<file path="src/rtl/insn_seq.sv">
// -----------------------------------------------------------------------------
// insn_seq -- multi-cycle instruction sequencer for a minimal RV32-style core.
//
// Each instruction walks FETCH -> DECODE -> EXEC -> WB and then returns to
// FETCH. Only LUI (0110111) and OP (0110011) are legal. Any other opcode parks
// the sequencer in HALT until the next reset.
//
// The register file (32 x XLEN) is internal. Its operands are read in DECODE
// and presented on rs1/rs2 throughout EXEC. The external execution unit hands
// back rd/rd_enable_write, which are captured at the end of EXEC and written
// in WB. WB always completes before the next DECODE, so there is no
// read-after-write hazard.
//
// Parameters
//   XLEN      datapath and register width (default 32)
//   RESET_PC  first fetch address; must be a multiple of 4
//
// Ports
//   clk             sole clock, rising edge
//   reset           asynchronous, active-high
//   imem_req        fetch request (registered; low during and right after reset)
//   imem_addr       fetch address, always equal to pc
//   imem_ack        fetch data valid; only honoured in FETCH while imem_req is high
//   imem_data       fetched instruction word
//   opcode/funct3/funct7/imm  decoded fields, registered at the end of DECODE
//   rs1, rs2        operand values, registered at the end of DECODE
//   rd_enable_write result write enable from the execution unit
//   rd              result value from the execution unit
//   pc              address of the current instruction
//   halted          high while parked in HALT
//   instret         retired-instruction count
//
// Configuration
//   INSN_SEQ_INSTRET_EN  when defined, instret is a 64-bit wrapping retirement
//                        counter. When undefined, instret is tied to 0 and no
//                        counter is built.
// -----------------------------------------------------------------------------
module insn_seq #(
  parameter int              XLEN     = 32,
  parameter logic [XLEN-1:0] RESET_PC = '0
) (
  input  logic            clk,
  input  logic            reset,
  output logic            imem_req,
  output logic [XLEN-1:0] imem_addr,
  input  logic            imem_ack,
  input  logic [31:0]     imem_data,
  output logic [6:0]      opcode,
  output logic [2:0]      funct3,
  output logic [6:0]      funct7,
  output logic [19:0]     imm,
  output logic [XLEN-1:0] rs1,
  output logic [XLEN-1:0] rs2,
  input  logic            rd_enable_write,
  input  logic [XLEN-1:0] rd,
  output logic [XLEN-1:0] pc,
  output logic            halted,
  output logic [63:0]     instret
);

  localparam logic [6:0]      OPC_LUI = 7'b0110111;
  localparam logic [6:0]      OPC_OP  = 7'b0110011;
  localparam logic [XLEN-1:0] PC_STEP = XLEN'(4);

  typedef enum logic [2:0] {
    FETCH  = 3'd0,
    DECODE = 3'd1,
    EXEC   = 3'd2,
    WB     = 3'd3,
    HALT   = 3'd4
  } state_t;

  state_t state_q;
  state_t state_d;

  logic            req_q;
  logic [31:0]     instr_q;
  logic [XLEN-1:0] pc_q;
  logic [XLEN-1:0] rd_q;
  logic            rd_we_q;
  logic [XLEN-1:0] regs [32];

  logic            fetch_fire;
  logic            opc_legal;
  logic [4:0]      rs1_idx;
  logic [4:0]      rs2_idx;
  logic [4:0]      rd_idx;
  logic [XLEN-1:0] rs1_val;
  logic [XLEN-1:0] rs2_val;
  logic            rf_we;

  // An ack counts only while the request is actually on the bus. This covers
  // the first cycle after reset, where the state is FETCH but imem_req is
  // still low.
  assign fetch_fire = (state_q == FETCH) && req_q && imem_ack;

  assign opc_legal  = (instr_q[6:0] == OPC_LUI) || (instr_q[6:0] == OPC_OP);

  assign rs1_idx    = instr_q[19:15];
  assign rs2_idx    = instr_q[24:20];
  assign rd_idx     = instr_q[11:7];

  // x0 is forced to zero on read. It is also never written, so the array
  // entry itself stays zero after reset.
  assign rs1_val    = (rs1_idx == 5'd0) ? '0 : regs[rs1_idx];
  assign rs2_val    = (rs2_idx == 5'd0) ? '0 : regs[rs2_idx];

  assign rf_we      = (state_q == WB) && rd_we_q && (rd_idx != 5'd0);

  assign imem_req   = req_q;
  assign imem_addr  = pc_q;
  assign pc         = pc_q;
  assign halted     = (state_q == HALT);

  // ---------------------------------------------------------------------------
  // Next-state logic
  // ---------------------------------------------------------------------------
  always_comb begin
    state_d = state_q;
    unique case (state_q)
      FETCH:   if (fetch_fire) state_d = DECODE;
      DECODE:  state_d = opc_legal ? EXEC : HALT;
      EXEC:    state_d = WB;
      WB:      state_d = FETCH;
      HALT:    state_d = HALT;
      default: state_d = FETCH;
    endcase
  end

  // ---------------------------------------------------------------------------
  // State register and fetch request
  // ---------------------------------------------------------------------------
  // imem_req is registered on "next state is FETCH". It therefore stays low
  // while reset is asserted and rises on the first clock edge after release.
  // It also rises on the WB -> FETCH edge, so a zero-wait ack lands in the
  // first FETCH cycle.
  always_ff @(posedge clk or posedge reset) begin
    if (reset) begin
      state_q <= FETCH;
      req_q   <= 1'b0;
    end else begin
      state_q <= state_d;
      req_q   <= (state_d == FETCH);
    end
  end

  // ---------------------------------------------------------------------------
  // FETCH boundary: instruction register
  // ---------------------------------------------------------------------------
  always_ff @(posedge clk or posedge reset) begin
    if (reset) begin
      instr_q <= '0;
    end else if (fetch_fire) begin
      instr_q <= imem_data;
    end
  end

  // ---------------------------------------------------------------------------
  // DECODE boundary: decoded fields and operand values
  // ---------------------------------------------------------------------------
  // These are loaded only on leaving DECODE, so they hold steady through
  // EXEC and WB.
  always_ff @(posedge clk or posedge reset) begin
    if (reset) begin
      opcode <= '0;
      funct3 <= '0;
      funct7 <= '0;
      imm    <= '0;
      rs1    <= '0;
      rs2    <= '0;
    end else if (state_q == DECODE) begin
      opcode <= instr_q[6:0];
      funct3 <= instr_q[14:12];
      funct7 <= instr_q[31:25];
      imm    <= instr_q[31:12];
      rs1    <= rs1_val;
      rs2    <= rs2_val;
    end
  end

  // ---------------------------------------------------------------------------
  // EXEC boundary: capture the execution unit's result
  // ---------------------------------------------------------------------------
  always_ff @(posedge clk or posedge reset) begin
    if (reset) begin
      rd_q    <= '0;
      rd_we_q <= 1'b0;
    end else if (state_q == EXEC) begin
      rd_q    <= rd;
      rd_we_q <= rd_enable_write;
    end
  end

  // ---------------------------------------------------------------------------
  // WB boundary: register write and pc advance
  // ---------------------------------------------------------------------------
  always_ff @(posedge clk or posedge reset) begin
    if (reset) begin
      for (int i = 0; i < 32; i++) begin
        regs[i] <= '0;
      end
    end else if (rf_we) begin
      regs[rd_idx] <= rd_q;
    end
  end

  // pc only moves in WB. In HALT it stays at the illegal instruction's
  // address. The addition wraps naturally at 2^XLEN.
  always_ff @(posedge clk or posedge reset) begin
    if (reset) begin
      pc_q <= RESET_PC;
    end else if (state_q == WB) begin
      pc_q <= pc_q + PC_STEP;
    end
  end

`ifdef INSN_SEQ_INSTRET_EN
  logic [63:0] instret_q;

  always_ff @(posedge clk or posedge reset) begin
    if (reset) begin
      instret_q <= '0;
    end else if (state_q == WB) begin
      instret_q <= instret_q + 64'd1;
    end
  end

  assign instret = instret_q;
`else
  assign instret = '0;
`endif

endmodule

</file>
<file path="config.mk">
export PLATFORM = sky130hd
export DESIGN_NAME = insn_seq
export DESIGN_NICKNAME = d
export VERILOG_FILES = /design/src/rtl/insn_seq.sv
export SDC_FILE = /design/constraint.sdc
export NUM_CORES = 2
export LEC_CHECK = 0
export ABC_AREA = 1
export CAP_MARGIN = 25
export CORE_ASPECT_RATIO = 1.4
export CORE_MARGIN = 1
export CORE_UTILIZATION = 30
export DETAILED_ROUTE_END_ITERATION = 8
export GPL_ROUTABILITY_DRIVEN = 0
export PLACE_DENSITY_LB_ADDON = 0.08
export SYNTH_ARGS = -nofsm -noshare
export SYNTH_HDL_FRONTEND = slang
export SYNTH_SLANG_ARGS = --single-unit
</file>
<file path="constraint.sdc">
create_clock -name clk -period 76.5 [get_ports clk]
set_clock_uncertainty 0.15 [all_clocks]
set_input_delay 15.3 -clock clk [delete_from_list [all_inputs] [get_ports clk]]
set_output_delay 15.3 -clock clk [all_outputs]
set_load 0.02 [all_outputs]
</file>
==> metrics.md <==
| Metric | Value |
|---|---|
| Yosys cell types | `32` |
| PwrDens | `19.02 mW/mm^2` |
| Hold-fix buffer count after cts | `0` |
| CTS max path bufs | `4` |
| Setup TNS | `0 ns` |
| Commonest non-fill, non-tap cell in the layout | `nand2_1` |
| Via count | `61650` |
| Initial DRT Pass Iterations | `6` |
| Final Critical Period | `~19 ns` |
| Dominant cells by area after synthesis | `dfrtp_1 (47%), nand2_1 (21%), o21ai_0 (8.0%), nand3_1 (7.2%), nor2_1 (3.5%)` |
| CP Capture Type | `asynchronous set/reset pin` |
| Peak VDD IR | `14.03 uV` |
| TritonCTS clock tree | `yes` |
| Resize count post-CTS | `0` |
| Final number of max-transition violations | `0` |
| Status | `finished clean` |
| Fin Hold WS | `around 0.25 ns` |
| Final setup viols | `0` |
| Type of the tightest min-delay check | `register to register` |
| ANT nets after route | `0` |
| CTS Root Cell | `clkbuf_16` |
| Syn_area_per_cell | `7.076 um^2` |
| Share of layout cells above drive strength 1 | `5.554%` |
| Drt total wl | `approximately 290000 um` |
| RSZ-0062 raised after global routing | `false` |
| Synth top area share | `approximately 47%` |
| Critical Path Fanout Max | `105` |
| Clock slew at reported path FFs | `0.06 ns` |
| Sequential fraction of the synthesis area | `47.03%` |
| Initial Util | `between 30% and 40%` |
| Top Ports | `299` |
| Vias per cell | `5.219` |
| Crit Path Class | `input port to asynchronous set/reset pin` |
| Final Hold Fails | `0` |
| Post-synth EDFFs | `0` |
| TritonCTS Buffers | `150` |
| Cell accounting for the most synthesized area | `dfrtp_1` |
| Post-layout util | `34.34%` |
| Main synth FF type | `dfrtp_1` |
| Die width | `around 400 um` |
| Fillcell total | `22880` |
| Register bit count reported by yosys | `1214` |
| CP Launch Type | `input port` |
| Fmax | `0.05290 GHz` |
| Crit share post-route | `24.71%` |
| P&R area growth vs syn | `13.76%` |
| Slew headroom | `21.64%` |
| Worst Max-Slew Pin Slew | `between 1 and 1.5 ns` |
| Vias in the first global route | `60010` |
| Worst EP required | `~77 ns` |
| Syn Std Cell Area | `0.06460 mm^2` |
| Initial antenna violation count | `7` |
| Final net count | `8935` |
| Synth Warn # | `0` |
| Max-cap viol count | `0` |
| GRT overflow | `0` |
| PortBufs | `between 200 and 250` |
| Commonest non-fill, non-tap cells in the layout | `nand2_1 (3687), dfrtp_1 (1204), o21ai_0 (1038)` |
| Core Region | `between 0.2 and 0.25 mm^2` |
| Row cnt | `approximately 200` |
| Total GRT Usage | `25.89%` |
| Largest net degree at the start of global routing | `149` |
| Detailed Place HPWL | `148600 um` |
| First-pass GRT wire length | `approximately 420000 um` |
| CTS H-tree lvls | `4` |
| Die footprint | `~0.22 mm^2` |
| DRC violations left | `0` |
| Sink Count | `~1200` |
| Post-synthesis async set-or-reset flop share | `100.0%` |
| Critical path arrival | `19.59 ns` |
| P_leak | `34.04 nW` |
| Setup Buffers After CTS | `0` |
| Worst-Skew Late Latency | `0.82 ns` |
| Die Y | `551.1 um` |
| Routed len/inst | `~24 um` |
| DRT iter0 DRCs | `approximately 6300` |
| Cells after Synth | `9129` |
synthesized netlist by cell type (28+ instances only):
master    count
buf_6        28
nand2_1    3689
o21ai_0    1038
buf_1        42
nand3_1     925
dfrtp_1    1214
nor2_1      604
inv_1       137
buf_4       108
buf_2       112
o21ai_2      36
clkbuf_1    581
o21ai_1     210
a21oi_1     266
where the power goes:
group / internal [mW] / total, mW / leakage, nW / switching, mW
combinational: 0.00751 / 0.0351 / 15.0 / 0.0275
sequential: 0.643 / 0.643 / 16.7 / 0.000231
clock: 0.418 / 0.720 / 2.34 / 0.301
cell type report:
cell class                 instances  area (um^2)  area share [%]
antenna                            3        7.507         0.01022
clock buffer                     212         4308           5.862
clock inverter                    41        455.4          0.6198
inverter                         144        584.3          0.7951
multi-input combinational       6967        30090           40.94
sequential                      1214        30410           41.38
tap                             2842         3556           4.839
timing repair buffer             389         4079           5.551
state kept, by name, summed over array words and instances (netlist names):
register and cells:
imem_req 1, imm 11, rs1 32, funct7 7, rd_we_q 1, funct3 2
state_q 3, rd_q 32, imem_addr 30, rs2 32, opcode 7, regs 1024
instr_q 32
path summary, 6_finish.rpt:
kind | depth (start not counted) | slack [ns] | end | startpoint
max in group clk | 4 | 58.82 | halted | state_q[1]$_DFF_PP0_
setup reg to reg | 10 | 71.76 | rs1[29]$_DFFE_PP0N_ | instr_q[17]$_DFFE_PP0P_
hold / removal | 0 | 0.25 | regs[1009]$_DFFE_PP0P_ | regs[1009]$_DFFE_PP0P_
hold reg to reg | 0 | 0.25 | regs[1009]$_DFFE_PP0P_ | regs[1009]$_DFFE_PP0P_
min in group asynchronous | 2 | 14.90 | rd_q[10]$_DFFE_PP0N_ | reset
setup / recovery | 6 | 57.60 | rd_q[29]$_DFFE_PP0N_ | reset
metal layers:
metal | part of all wire, % | global-route usage, % | vias up
met5 | 0.0070 | 0 | -
met3 | 6.9 | 3.763 | 407
li1 | - | - | 28660
met4 | 3.1 | 7.867 | 4
met2 | 46 | 42.31 | 2320
met1 | 45 | 35.27 | 30260
metrics by stage:
step           cells  power [mW]  worst slack [ns]  cell area, um^2
6_report       11810       1.398             57.60            73490
5_1_grt        11810       1.443             56.98            73480
4_1_cts        11800       1.417             57.39            73180
3_5_place_dp   11540      0.6895             56.54            68420
3_3_place_gp   11530      0.6874             56.52            68000
2_1_floorplan   9196      0.6778             26.85            64850
cell families after synthesis:
kind of cell,synth area share [%]
multiplexers,0.1917
AND/OR/NAND/NOR,32.98
AO/OA/AOI/OAI,12.43
other,0.005805
adder cells (fa/ha/maj),0.01937
buffers and inverters,7.067
XOR/XNOR,0.2847
flip-flops,47.03
critical path, cell delays in order:
cell	delay, ns
clkdlybuf4s50_1	0.49
inv_8	0.60
buf_4	0.68
buf_4	0.77
buf_4	0.83
buf_4	0.74
No activity file was read; power rests on OpenSTA's default activity.
